**src/rtl/stream_rr_arbiter.sv**
```systemverilog
// Round-robin arbiter that forwards bursts of words from N_SRC
// first-word-fall-through source FIFOs into one downstream FIFO.
// A grant lasts until the source runs dry, is disabled, or has moved
// MAX_BURST words; one idle arbitration cycle separates grants.
module stream_rr_arbiter #(
  parameter int N_SRC      = 4,
  parameter int DATA_WIDTH = 32,
  parameter int MAX_BURST  = 16
) (
  input  logic                        BUS_CLK,
  input  logic                        BUS_RST,
  input  logic [N_SRC-1:0]            SRC_ENABLE,
  input  logic [N_SRC-1:0]            SRC_EMPTY,
  input  logic [N_SRC*DATA_WIDTH-1:0] SRC_DATA,
  output logic [N_SRC-1:0]            SRC_READ,
  input  logic                        OUT_READY,
  output logic                        OUT_WRITE,
  output logic [DATA_WIDTH-1:0]       OUT_DATA,
  output logic [N_SRC-1:0]            GRANT,
  input  logic                        CNT_CLEAR,
  output logic [31:0]                 WORD_CNT
);

  localparam int IDX_W = $clog2(N_SRC);

  typedef enum logic {
    S_IDLE  = 1'b0,
    S_GRANT = 1'b1
  } state_e;

  state_e           state_q, state_d;
  logic [IDX_W-1:0] gnt_idx_q, gnt_idx_d;
  logic [IDX_W-1:0] last_q, last_d;
  logic [7:0]       burst_q, burst_d;
  logic [31:0]      word_cnt_q, word_cnt_d;

  logic [N_SRC-1:0]      request_s;
  logic                  pick_valid_s;
  logic [IDX_W-1:0]      pick_idx_s;
  logic [N_SRC-1:0]      grant_s;
  logic [N_SRC-1:0]      src_read_s;
  logic                  out_write_s;
  logic [DATA_WIDTH-1:0] out_data_s;
  logic                  xfer_s;
  logic                  req_g_s;

  assign request_s = SRC_ENABLE & ~SRC_EMPTY;

  // Circular search for the first requester after the last granted source.
  always_comb begin
    int cand;
    pick_valid_s = 1'b0;
    pick_idx_s   = '0;
    for (int k = 1; k <= N_SRC; k++) begin
      cand = int'(last_q) + k;
      if (cand >= N_SRC) begin
        cand = cand - N_SRC;
      end else begin
        cand = cand;
      end
      if (!pick_valid_s && request_s[cand]) begin
        pick_valid_s = 1'b1;
        pick_idx_s   = IDX_W'(cand);
      end else begin
        pick_valid_s = pick_valid_s;
      end
    end
  end

  // Next-state logic and datapath steering for the IDLE/GRANT machine.
  always_comb begin
    state_d     = state_q;
    gnt_idx_d   = gnt_idx_q;
    last_d      = last_q;
    burst_d     = burst_q;
    grant_s     = '0;
    src_read_s  = '0;
    out_write_s = 1'b0;
    out_data_s  = '0;
    xfer_s      = 1'b0;
    req_g_s     = 1'b0;
    case (state_q)
      S_IDLE: begin
        if (pick_valid_s) begin
          state_d   = S_GRANT;
          gnt_idx_d = pick_idx_s;
          burst_d   = 8'd0;
        end else begin
          state_d = S_IDLE;
        end
      end
      S_GRANT: begin
        req_g_s              = request_s[gnt_idx_q];
        grant_s[gnt_idx_q]   = 1'b1;
        out_write_s          = req_g_s;
        if (req_g_s) begin
          out_data_s = SRC_DATA[gnt_idx_q*DATA_WIDTH +: DATA_WIDTH];
        end else begin
          out_data_s = '0;
        end
        xfer_s                = req_g_s & OUT_READY;
        src_read_s[gnt_idx_q] = xfer_s;
        if (!req_g_s) begin
          // Source ran dry or was disabled: release the bus.
          state_d = S_IDLE;
          last_d  = gnt_idx_q;
          burst_d = 8'd0;
        end else if (xfer_s) begin
          if (burst_q + 8'd1 == 8'(MAX_BURST)) begin
            state_d = S_IDLE;
            last_d  = gnt_idx_q;
            burst_d = 8'd0;
          end else begin
            burst_d = burst_q + 8'd1;
          end
        end else begin
          // Downstream stall: hold grant and burst count indefinitely.
          burst_d = burst_q;
        end
      end
      default: begin
        state_d = S_IDLE;
      end
    endcase
  end

  // Saturating forwarded-word counter; clear wins over a same-cycle transfer.
  always_comb begin
    word_cnt_d = word_cnt_q;
    if (CNT_CLEAR) begin
      word_cnt_d = 32'd0;
    end else if (xfer_s && (word_cnt_q != 32'hFFFF_FFFF)) begin
      word_cnt_d = word_cnt_q + 32'd1;
    end else begin
      word_cnt_d = word_cnt_q;
    end
  end

  // State registers with synchronous reset; LAST starts at N_SRC-1 so source 0 wins first.
  always_ff @(posedge BUS_CLK) begin
    if (BUS_RST) begin
      state_q    <= S_IDLE;
      gnt_idx_q  <= '0;
      last_q     <= IDX_W'(N_SRC - 1);
      burst_q    <= 8'd0;
      word_cnt_q <= 32'd0;
    end else begin
      state_q    <= state_d;
      gnt_idx_q  <= gnt_idx_d;
      last_q     <= last_d;
      burst_q    <= burst_d;
      word_cnt_q <= word_cnt_d;
    end
  end

  // Combinational outputs are forced quiet during the reset cycle so an
  // aborted burst never pops a source.
  assign GRANT     = BUS_RST ? '0   : grant_s;
  assign SRC_READ  = BUS_RST ? '0   : src_read_s;
  assign OUT_WRITE = BUS_RST ? 1'b0 : out_write_s;
  assign OUT_DATA  = BUS_RST ? '0   : out_data_s;
  assign WORD_CNT  = word_cnt_q;

endmodule

```
**config.mk**
```make
export PLATFORM = sky130hd
export DESIGN_NAME = stream_rr_arbiter
export DESIGN_NICKNAME = d
export VERILOG_FILES = /design/src/rtl/stream_rr_arbiter.sv
export SDC_FILE = /design/constraint.sdc
export NUM_CORES = 1
export LEC_CHECK = 0
export ABC_CLOCK_PERIOD_IN_PS = 2020
export BUFFER_PORTS_ARGS = -buffer_cell sky130_fd_sc_hd__buf_2
export CAP_MARGIN = 20
export CORE_MARGIN = 4
export CORE_UTILIZATION = 40
export CTS_BUF_LIST = sky130_fd_sc_hd__clkbuf_16
export DETAILED_ROUTE_END_ITERATION = 12
export PLACE_DENSITY = 0.89
export REMOVE_ABC_BUFFERS = 1
export SLEW_MARGIN = 20
export SYNTH_ARGS = -nofsm -noshare
export SYNTH_HDL_FRONTEND = slang
export SYNTH_SLANG_ARGS = --single-unit
```
**constraint.sdc**
```tcl
create_clock -name BUS_CLK -period 2.02 [get_ports BUS_CLK]
set_clock_uncertainty 0.2 [all_clocks]
set_input_delay 0.101 -clock BUS_CLK [delete_from_list [all_inputs] [get_ports BUS_CLK]]
set_output_delay 0.101 -clock BUS_CLK [all_outputs]
set_load 0.02 [all_outputs]
```
# [Word-level counts from Yosys, hierarchy flattened]
# Cells that the tools add are included.
[word_totals] output_inout_bits=73 elab_cells=100 register_bits=45 inputBits=140
[op_classes] n_reduce_logical=12 n_eq_ne=6 n_mux=51 add_sub_neg=10 n_lt_le_gt_ge=10 shifts=1 bitwise_logic=5
[op_table] cell="2-to-1 mux 32 bit" n=7
[op_table] cell="less-than comparator 32 x 4 -> 1 bit (second input constant)" n=4
[op_table] cell="indexed part select 128 x 8 -> 32 bit" n=1
[op_table] cell="adder 32 x 1 -> 32 bit (second input constant)" n=1
[op_table] cell="2-to-1 mux 8 bit" n=4
[op_table] cell="inequality test 32 bit (second input constant)" n=1
[op_table] cell="2-to-1 mux 1 bit" n=21
[op_table] cell="2-to-1 mux 4 bit" n=4
[op_table] cell="one-hot mux 8 bit (2 select lines)" n=1
[op_table] cell="2-to-1 mux 2 bit" n=7
[op_table] cell="subtractor 3 x 3 -> 4 bit (second input constant)" n=3
[op_table] cell="binary-select mux 1 bit (select 2 bit)" n=5
[op_table] cell="greater-or-equal comparator 3 bit (second input constant)" n=3
[op_table] cell="adder 8 x 1 -> 8 bit (second input constant)" n=1
[op_table] cell="bitwise AND 4 bit" n=2
[op_table] cell="equality test 8 x 5 -> 1 bit (second input constant)" n=1
[op_table] cell="adder 2 x 2 -> 3 bit (second input constant)" n=2
[op_table] cell="logical AND 1 bit" n=5
[op_table] cell="subtractor 4 x 3 -> 5 bit (second input constant)" n=1
[op_table] cell="adder 2 x 3 -> 4 bit (second input constant)" n=1
[op_table] cell="greater-or-equal comparator 4 x 3 -> 1 bit (second input constant)" n=1
[op_table] cell="inequality test 2 x 1 -> 1 bit (second input constant)" n=2
[op_table] cell="inverter 4 bit" n=1
[op_table] cell="AND reduction 2 bit" n=2
[op_table] cell="other kinds (12)" n=14

# [Logic depth before layout (Yosys ltp)]
# Gate-level depths: netlist of run 1.
[depth] depth_word=18 mapped_depth=8 ltp_nobuf=7

# [Worst setup path after synthesis of run 1]
# No wires, ideal clock.
[synth_timing] path_kind="flip-flop to flip-flop" startpoint="reg word_cnt_q[5] (netlist: WORD_CNT[5])" endpoint="reg word_cnt_q[26] (netlist: WORD_CNT[26])" path_slack_ps=-277 path_buffers=1 arrival_ps=2029 required_ps=1751 period_less_slack_ps=2297 path_stages_with_launch=8 setup_time_ps=69 path_cell_list="dfxtp_1 -> nand4_1 -> nor2_1 -> o211ai_2 -> nand2b_1 -> buf_2 -> or4_1 -> o21ai_1"
[synth_between] elab_chain_cells=2 word_cells_on_any_way=3 classes_between="add/sub: 1; eq/ne: 1; reduce/logical: 1"
[synth_lines] item="start: declaration" line="35" rtl="logic [31:0] word_cnt_q, word_cnt_d;"
[synth_lines] item="start signal: assignment" line="152" rtl="word_cnt_q <= word_cnt_d;"
[synth_lines] item="parallel branches: the longest is 2 deep, another holds adder 32 x 1 -> 32 bit"
# Several ways; the timed one is not identified.
# A chain may end at the register's enable or synchronous reset.

# [Final worst setup path of run 1]
[layout_timing] startpoint="reg gnt_idx_q[1]" endpoint="out OUT_DATA[0]"
[layout_between] elab_chain_cells=5 word_cells_on_any_way=6 classes_between="shift: 1; mux: 5"
[layout_lines] item="start: declaration" line="32" rtl="logic [IDX_W-1:0] gnt_idx_q, gnt_idx_d;"
[layout_lines] item="start signal: assignment" line="149" rtl="gnt_idx_q <= gnt_idx_d;"
[layout_lines] item="parallel branches: the longest is 2 deep, another holds indexed part select 128 x 8 -> 32 bit"
[layout_lines] item="2-to-1 mux 32 bit *" line="96" rtl="if (req_g_s) begin"
[layout_lines] item="2-to-1 mux 32 bit *" line="82" rtl="case (state_q)"
[layout_lines] item="2-to-1 mux 32 bit *" line="161" rtl="assign OUT_DATA = BUS_RST ? '0 : out_data_s;"
[layout_lines] item="end: declaration" line="18" rtl="output logic [DATA_WIDTH-1:0] OUT_DATA,"
# Every way passes the cells marked *. The select of a mux whose other input is x is not followed.

==> impl_metrics.ini, run 1 <==
[clock_network]
cts_root_buffer = clkbuf_16
ctsLongestPathBuffers = 2
cts_tree = yes
cts-buffers-inserted = 5
htreeDepth = 2
cts_sinks = 45
clk_pin_slew_ns = 0.07
clk-insertion-delay-late_ns = 0.29

[timing]
finalCritPeriodShare_pct = 111
worst-slew-pin-transition_ns = 0.398
fmax_mhz = 447
relSlewSlack_pct = 73.0
layout_setup_ws_ns = -0.217
finalHoldViolations = 0
drv_slew = 0
whs_ns = 0.0645
finalWorstPathRequiredPeriod_ns = 2.24
setup_viol = 78
fin_setup_tns_ns = -11.15
rsz0062_at_grt = yes

[drt]
drcViolationCount = 0
drt-initial-drc-count = 249
routedWlPerCell_microns = 21.9
via_per_inst = 5.93
route.vias.total = 4610
drt-total-wl_microns = 17100
first_pass_iters = 4
ant_nets = 0

[setup_path]
critPathKind = flop to output port
arrival_ns = 1.94
crit_required_ns = 1.72
startpoint_type = flop
cp_max_fo = 16
end_kind = output port

[grt]
use_met1_pct = 34.0
grtUsageTotal_pct = 31.5
grt_max_degree = 40
gr-max-usage-layer = met2
overflow = 0
gr-usage-met3_pct = 7.13
grt_pass1_vias = 4765
met2_usage_pct = 58.7
antenna_found_initial = 3
grt_pass1_wl_microns = 24900

[yosys]
synth-edff-count = 0
ys_seq_area_share_pct = 26.0
yosys_warnings = 0
synth-seq-cells = 45
synth_cell_type_count = 47
syn_area_per_cell_sq_um = 8.83
postSynth.asyncResetShare_pct = 0
synth_flop_cell = dfxtp_1
syn_inst = 393
syn-cell-area_sq_um = 3470

[place]
dp_hpwl_microns = 11900
numPortBuffers = 212
place.gp.congestion = 1.00

[pwr]
swShare_pct = 28.5
pwr-share-comb_pct = 31.1
p_per_area_nw_per_um2 = 420
seqPwrFrac_pct = 37.0
pwr-share-clk_pct = 31.9
internal-power_mw = 1.79
switching_power_mw = 0.713
peakVddDrop_uv = 477
leakage_nw = 2.65

[cells_and_area]
drive_above_1_share_pct = 60.9
mostFrequentLayoutCell = buf_2
area_growth_pct = 71.7
fillers = 578
nNetsFinal = 812
fin_util_pct = 71.4
mostFrequentLayoutCells = buf_2 (179), buf_4 (59), nor2_1 (49)

[run]
maxCapViolations = 0

[floorplan]
io_pins = 213
num_rows = 33
die_area_sq_um = 10200
die-width_microns = 101
start_util_pct = 41.6
chipHeight_microns = 101
core_area_sq_um = 8340

[worst_hold_path]
worstHoldPathType = input port to flop

[outcome]
violations = negative setup slack
run_status = finished with violations
==> registers in the layout, summed over array words and instances, names as in the netlist <==
| register | count |
|---|---|
| burst_q | 8 |
| state_q | 1 |
| last_q | 2 |
| WORD_CNT | 32 |
| gnt_idx_q | 2 |
==> per-stage QoR <==
stage               total power, mW  area, sq um  std cells  setup WS, ns
CTS                            2.44         5770        770        -0.152
detailed placement             1.55         5030        744        -0.156
global route                   2.59         5950        778        -0.267
global placement               1.53         5030        744        -0.123
finish                         2.50         5950        778        -0.217
floorplan                      1.27         3370        370         -1.80
==> synth_stat cells (all sizes together), types with 3 or more instances <==
| cell type | number | area share, % |
|---|---|---|
| or3 | 3 | 0.54 |
| and2 | 35 | 6.3 |
| nor2b | 3 | 0.54 |
| nand3 | 22 | 3.2 |
| o211ai | 5 | 1.2 |
| nand4 | 12 | 2.2 |
| nand2b | 9 | 2.3 |
| xnor2 | 17 | 4.3 |
| dfxtp | 45 | 26 |
| ha | 3 | 1.1 |
| inv | 9 | 0.97 |
| xor2 | 10 | 2.5 |
| buf | 5 | 0.87 |
| clkbuf | 18 | 1.9 |
| nor2 | 53 | 5.7 |
| and4 | 6 | 1.5 |
| nand2 | 32 | 3.5 |
| a21oi | 10 | 1.4 |
| o21ai | 11 | 1.6 |
| nor3 | 20 | 3.2 |
| mux4 | 34 | 22 |
| or4 | 5 | 1.1 |
==> path summary, 6_finish.rpt <==
path	slack (ns)	start	to	depth (start not counted)
max	-0.22	gnt_idx_q[1]$_SDFFE_PP0P_	OUT_DATA[0]	7
min	0.06	OUT_READY	burst_q[3]$_SDFFE_PP0P_	3
min reg2reg	0.34	burst_q[1]$_SDFFE_PP0P_	burst_q[1]$_SDFFE_PP0P_	2
max reg2reg	-0.20	gnt_idx_q[1]$_SDFFE_PP0P_	WORD_CNT[30]$_SDFFE_PP0P_	6
==> repair_timing <==
| item | in CTS | in global routing |
|---|---|---|
| setup buffers | 10 | 5 |
| hold buffers | 3 | 0 |
| pin swaps | 5 | 13 |
| endpoints found under the setup margin | 60 | 80 |
| resized for setup | 126 | 41 |
| gates cloned | 5 | 1 |
| endpoints found under the hold margin | 10 | 0 |
==> critical path, stage by stage (launching register included) <==
cell and delay [ns]:
dfxtp_2 0.36, buf_6 0.11, mux4_2 0.55, nand3_4 0.13, inv_8 0.07, buf_16 0.16, and2_4 0.14, buf_6 0.12
==> cell type report <==
class	count	area, sq um	area share [%]
multi-input cells	316	2680	44.9
repair buffers	291	2030	34.1
flip-flops and latches	45	918	15.4
well taps	105	131	2.21
clock buffers	5	125	2.10
inverters	9	41.3	0.693
clock inverters	3	17.5	0.294
diodes	3	7.51	0.126
repair inverters	1	6.26	0.105
==> kinds of logic (layout without fill, tap and decap cells) <==
family | Yosys count | in the layout | share of synthesized area [%]
AO/OA/AOI/OAI | 41 | 41 | 7.76
XOR/XNOR | 27 | 27 | 6.82
adder cells (fa/ha/maj) | 3 | 3 | 1.08
buffers and inverters | 32 | 309 | 3.79
flip-flops | 45 | 45 | 26.0
multiplexers | 35 | 35 | 22.4
other | 0 | 3 | 0
AND/OR/NAND/NOR | 210 | 210 | 32.2
==> power groups by stage <==
| stage | clock network (mW) | registers, mW | logic [mW] |
|---|---|---|---|
| floorplan | 0 | 0.985 | 0.288 |
| global placement | 0 | 0.938 | 0.592 |
| detailed placement | 0 | 0.940 | 0.611 |
| CTS | 0.798 | 0.923 | 0.720 |
| global route | 0.846 | 0.926 | 0.822 |
| finish | 0.798 | 0.925 | 0.779 |
==> metal layers <==
| metal | wire length (microns) | share of wire [%] |
|---|---|---|
| met1 | 5400 | 32 |
| met3 | 1910 | 11 |
| met4 | 751 | 4.4 |
| met5 | 0 | 0 |
| met2 | 8990 | 53 |
Note: power is estimated with default switching activity, not from simulation.
==> inputs of run 2 (changes only) <==
--- a/config.mk
+++ b/config.mk
@@ -13,7 +13,6 @@
 export CTS_BUF_LIST = sky130_fd_sc_hd__clkbuf_16
 export DETAILED_ROUTE_END_ITERATION = 12
 export PLACE_DENSITY = 0.89
-export REMOVE_ABC_BUFFERS = 1
 export SLEW_MARGIN = 20
 export SYNTH_ARGS = -nofsm -noshare
 export SYNTH_HDL_FRONTEND = slang
==> impl_metrics.ini, run 2 (same netlist as run 1, synthesis figures left out) <==
[timing]
setup_viol = 64
finalWorstPathRequiredPeriod_ns = 2.17
whs_ns = 0.125
fin_setup_tns_ns = -5.70
rsz0062_at_grt = yes
finalCritPeriodShare_pct = 107
finalHoldViolations = 0
fmax_mhz = 461
drv_slew = 0
layout_setup_ws_ns = -0.150
relSlewSlack_pct = 71.1
worst-slew-pin-transition_ns = 0.432

[worst_hold_path]
worstHoldPathType = input port to flop
whs_path_depth = 6
hold-path-endpoint = gnt_idx_q[1]$_SDFFE_PP0P_
hp-start = SRC_EMPTY[2]

[place]
pre_cts_ws_ns = -0.165
dp_hpwl_microns = 12700
place.gp.congestion = 1.04
place_inst = 742
numPortBuffers = 212
placed_area_sq_um = 5040

[drt]
drt-total-wl_microns = 18100
route.vias.total = 4662
ant_nets = 0
via_per_inst = 6.03
drcViolationCount = 0
drt-initial-drc-count = 456
first_pass_iters = 5
routedWlPerCell_microns = 23.5

[clock_network]
cts_tree = yes
htreeDepth = 2
cts-buffers-inserted = 5
ctsLongestPathBuffers = 2
clk-insertion-delay-late_ns = 0.29
cts_root_buffer = clkbuf_16
cts_sinks = 45
clk_pin_slew_ns = 0.06

[floorplan]
chipHeight_microns = 101
core_area_sq_um = 8340
die-width_microns = 101
start_util_pct = 41.6
io_pins = 213
die_area_sq_um = 10200
num_rows = 33

[setup_path]
reg2reg_to = WORD_CNT[30]$_SDFFE_PP0P_
worstRegToRegCells = 5
reg2reg_slack_ns = -0.15
arrival_ns = 2.19
cp_cell_sequence = mux4_2, nor3_4, or4b_4, xor2_1, nor2_1
cp_max_fo = 4
r2r_start = gnt_idx_q[1]$_SDFFE_PP0P_
end_kind = flop
crit_required_ns = 2.04
slowest_stage = mux4_2
cpPeakStageDelay_ns = 0.56
startpoint_type = flop
critPathKind = flop to flop

[cells_and_area]
final_cells = 773
area_growth_pct = 72.1
mostFrequentLayoutCells = buf_2 (179), buf_4 (58), nor2_1 (48)
nNetsFinal = 805
largest_register_ffs = 32
mostFrequentLayoutCell = buf_2
fin_util_pct = 71.6
design_area_sq_um = 5970
drive_above_1_share_pct = 62.3

[grt]
grt_max_degree = 38
overflow = 0
grt_pass1_vias = 4479
grtUsageTotal_pct = 30.8
grt_pass1_wl_microns = 24300
antenna_found_initial = 5

[outcome]
violations = negative setup slack
run_status = finished with violations

[pwr]
power_mw = 2.51
leakage_nw = 2.61
p_per_area_nw_per_um2 = 420
peakVddDrop_uv = 549

[run]
maxCapViolations = 0

[yosys]
synthesis.nets = 536
-- run 2: cell count changes in the layout (fill, tap and decap cells not counted), sizes merged --
cell	before	now
diode	3	5
inv	10	8
buf	288	280
clkinv	2	3
clkbuf	5	7
-- run 2: critical path, delay by kind of cell, from the launching register on --
family / cells / cell delay, ns
muxes: 1 / 0.56
DFF: 1 / 0.38
xor gates and xnor gates: 1 / 0.16
and+or+nand+nor: 3 / 0.80
-- run 2: worst max path at each step --
| stage | from | end | slack, ns |
|---|---|---|---|
| final | gnt_idx_q[1]$_SDFFE_PP0P_ | WORD_CNT[30]$_SDFFE_PP0P_ | -0.15 |
| after global routing | gnt_idx_q[1]$_SDFFE_PP0P_ | WORD_CNT[30]$_SDFFE_PP0P_ | -0.18 |
| after CTS | gnt_idx_q[1]$_SDFFE_PP0P_ | WORD_CNT[30]$_SDFFE_PP0P_ | -0.11 |
| after detailed placement | gnt_idx_q[1]$_SDFFE_PP0P_ | WORD_CNT[26]$_SDFFE_PP0P_ | -0.17 |
| after global placement | gnt_idx_q[1]$_SDFFE_PP0P_ | WORD_CNT[30]$_SDFFE_PP0P_ | -0.11 |
| after floorplan | gnt_idx_q[1]$_SDFFE_PP0P_ | WORD_CNT[30]$_SDFFE_PP0P_ | -0.15 |
-- run 2: area by class of cell --
class                      count  area (sq um)
multi-input combinational    316          2740
clock buffer                   5           125
antenna                        5          12.5
tap                          105           131
timing repair buffer         285          1970
inverter                       9          45.0
fill                         564          2370
clock inverter                 3          17.5
sequential                    45           933
-- run 2: layer usage --
layer | wire [microns] | GRT usage, %
met1 | 6050 | 36.1
met2 | 9210 | 53.1
met3 | 1980 | 7.13
met4 | 912 | 14.1
met5 | 0 | 0
-- run 2: repair_timing --
item                                    in CTS  in global routing
hold buffers                                 3                  0
hold endpoints to repair                    12                  0
buffers inserted                             9                  2
cloned                                       3                  3
gates resized for setup                     71                 98
pin swaps                                    4                 18
endpoints found under the setup margin      46                 77
-- run 2: where the power goes --
group	internal [mW]	leakage (nW)	switching, mW
clock	0.454	0.0712	0.355
combinational	0.423	2.17	0.346
sequential	0.901	0.373	0.0288
total	1.78	2.61	0.730
==> inputs of run 3 (changes only) <==
--- a/config.mk
+++ b/config.mk
@@ -5,14 +5,14 @@
 export SDC_FILE = /design/constraint.sdc
 export NUM_CORES = 1
 export LEC_CHECK = 0
-export ABC_CLOCK_PERIOD_IN_PS = 2020
+export ABC_CLOCK_PERIOD_IN_PS = 2300
 export BUFFER_PORTS_ARGS = -buffer_cell sky130_fd_sc_hd__buf_2
 export CAP_MARGIN = 20
 export CORE_MARGIN = 4
-export CORE_UTILIZATION = 40
+export CORE_UTILIZATION = 44
 export CTS_BUF_LIST = sky130_fd_sc_hd__clkbuf_16
 export DETAILED_ROUTE_END_ITERATION = 12
-export PLACE_DENSITY = 0.89
+export PLACE_DENSITY = 0.93
 export SLEW_MARGIN = 20
 export SYNTH_ARGS = -nofsm -noshare
 export SYNTH_HDL_FRONTEND = slang
==> constraint.sdc (replaced) <==
create_clock -name BUS_CLK -period 2.3 [get_ports BUS_CLK]
set_clock_uncertainty 0.2 [all_clocks]
set_input_delay 0.115 -clock BUS_CLK [delete_from_list [all_inputs] [get_ports BUS_CLK]]
set_output_delay 0.115 -clock BUS_CLK [all_outputs]
set_load 0.02 [all_outputs]
==> impl_metrics.ini, run 3 (same netlist as run 1, synthesis figures left out) <==
[outcome]
run_status = finished, final reports clean

[clock_network]
clk_pin_slew_ns = 0.06
cts_root_buffer = clkbuf_16
cts_tree = yes
cts_sinks = 45
clk-insertion-delay-late_ns = 0.28
cts-buffers-inserted = 5
ctsLongestPathBuffers = 2
htreeDepth = 2

[grt]
grtUsageTotal_pct = 28.6
antenna_found_initial = 12
overflow = 0
grt_pass1_vias = 4038
grt_pass1_wl_microns = 21300
grt_max_degree = 38

[setup_path]
crit_required_ns = 2.25
critPathKind = flop to flop
critPathTopFamily = simple AND/OR/NAND/NOR gates
startpoint_type = flop
cpMostUsedCell = and4_2
cpPeakStageDelay_ns = 0.57
arrival_ns = 2.25
r2r_start = WORD_CNT[23]$_SDFFE_PP0P_
slowest_stage = or4b_4
end_kind = flop
cp_cell_sequence = and4_2, and4_2, nand3_1, or4b_4, xor2_1, nor2_1
worstRegToRegCells = 6
worst-path-stages = 6
reg2reg_to = WORD_CNT[30]$_SDFFE_PP0P_
reg2reg_slack_ns = 0.0002
cp_num_buf_inv = 0
cp_max_fo = 4

[cells_and_area]
fillers = 641
ff_latch_area_sq_um = 911
largest_register_ffs = 32
nNetsFinal = 755
area_growth_pct = 43.3
mostFrequentLayoutCell = buf_2
final_cells = 722
multi_input_area_sq_um = 2480
drive_above_1_share_pct = 48.0
mostFrequentLayoutCells = buf_2 (212), nor2_1 (52), dfxtp_1 (39)

[timing]
finalWorstPathRequiredPeriod_ns = 2.30
layout_setup_ws_ns = 0.000214
relSlewSlack_pct = 61.7
fmax_mhz = 435
worst-slew-pin-transition_ns = 0.575
finalCritPeriodShare_pct = 100
finalHoldViolations = 0
drv_slew = 0
setup_viol = 0
whs_ns = 0.123

[drt]
ant_nets = 0
drt-total-wl_microns = 14000
drt-initial-drc-count = 205
route.vias.total = 4120
first_pass_iters = 5
via_per_inst = 5.71
drcViolationCount = 0
routedWlPerCell_microns = 19.4

[worst_hold_path]
hold-path-endpoint = gnt_idx_q[1]$_SDFFE_PP0P_
worstHoldPathType = input port to flop
hp-start = SRC_EMPTY[2]
whs_path_depth = 6

[floorplan]
die_area_sq_um = 9370
num_rows = 32
io_pins = 213
die-width_microns = 96.8
core_area_sq_um = 7690
chipHeight_microns = 96.8
start_util_pct = 45.1

[pwr]
peakVddDrop_uv = 255
p_per_area_nw_per_um2 = 403
power_mw = 2.00
leakage_nw = 2.20

[place]
pre_cts_ws_ns = 0.0661
place_inst = 701
numPortBuffers = 212
dp_hpwl_microns = 11500
place.gp.congestion = 0.970

[run]
maxCapViolations = 0

[yosys]
synthesis.nets = 536
==> run 3: worst max-delay path by stage <==
stage	slack, ns	start	endpoint
after detailed placement	0.07	gnt_idx_q[1]$_SDFFE_PP0P_	WORD_CNT[30]$_SDFFE_PP0P_
after floorplan	0.003	WORD_CNT[5]$_SDFFE_PP0P_	WORD_CNT[26]$_SDFFE_PP0P_
after global routing	-0.04	WORD_CNT[23]$_SDFFE_PP0P_	WORD_CNT[30]$_SDFFE_PP0P_
final	0.0002	WORD_CNT[23]$_SDFFE_PP0P_	WORD_CNT[30]$_SDFFE_PP0P_
after CTS	0.01	gnt_idx_q[1]$_SDFFE_PP0P_	OUT_DATA[27]
after global placement	0.11	gnt_idx_q[1]$_SDFFE_PP0P_	WORD_CNT[30]$_SDFFE_PP0P_
==> run 3: layout make-up <==
type,count,share of cell area (%)
diodes,7,0.352
clock buffers,5,2.52
clock inverters,3,0.252
inverters,9,0.680
multi-input cells,316,50.0
flip-flops and latches,45,18.3
well taps,102,2.57
repair buffers,235,25.3
==> run 3: layer usage <==
| layer | up-vias | part of all wire (%) | global-route usage [%] |
|---|---|---|---|
| li1 | 1887 | - | - |
| met1 | 1934 | 36 | 33.4 |
| met2 | 237 | 49 | 48.2 |
| met3 | 46 | 11 | 10.3 |
| met4 | 16 | 3.4 | 10.4 |
| met5 | - | 0.66 | 0 |
==> run 3: power by group <==
group          switching [mW]  leakage, nW  internal (mW)
clock network           0.286       0.0687          0.393
logic                   0.225         1.77          0.286
registers              0.0180        0.367          0.794
total                   0.529         2.20           1.47
==> run 3: through the flow <==
stage	TNS, ns	util (%)	area, sq um
3_3_place_gp	0	61.2	4700
2_1_floorplan	0	-	3470
5_1_grt	-0.0568	64.6	4960
3_5_place_dp	0	61.2	4700
6_report	0	64.6	4970
4_1_cts	0	63.5	4880
==> run 3: what timing repair did <==
action,4_1_cts,5_1_grt
gates cloned,0,0
hold buffers,3,0
endpoints found under the setup margin,32,57
gates resized for setup,1,17
pin swaps,0,2
setup buffers,1,2
hold endpoints to repair,8,0
==> run 3: worst register-to-register path: stages (launching register included) <==
cell and delay, ns:
dfxtp_1 0.39, and4_2 0.29, and4_2 0.29, nand3_1 0.16
or4b_4 0.57, xor2_1 0.20, nor2_1 0.07
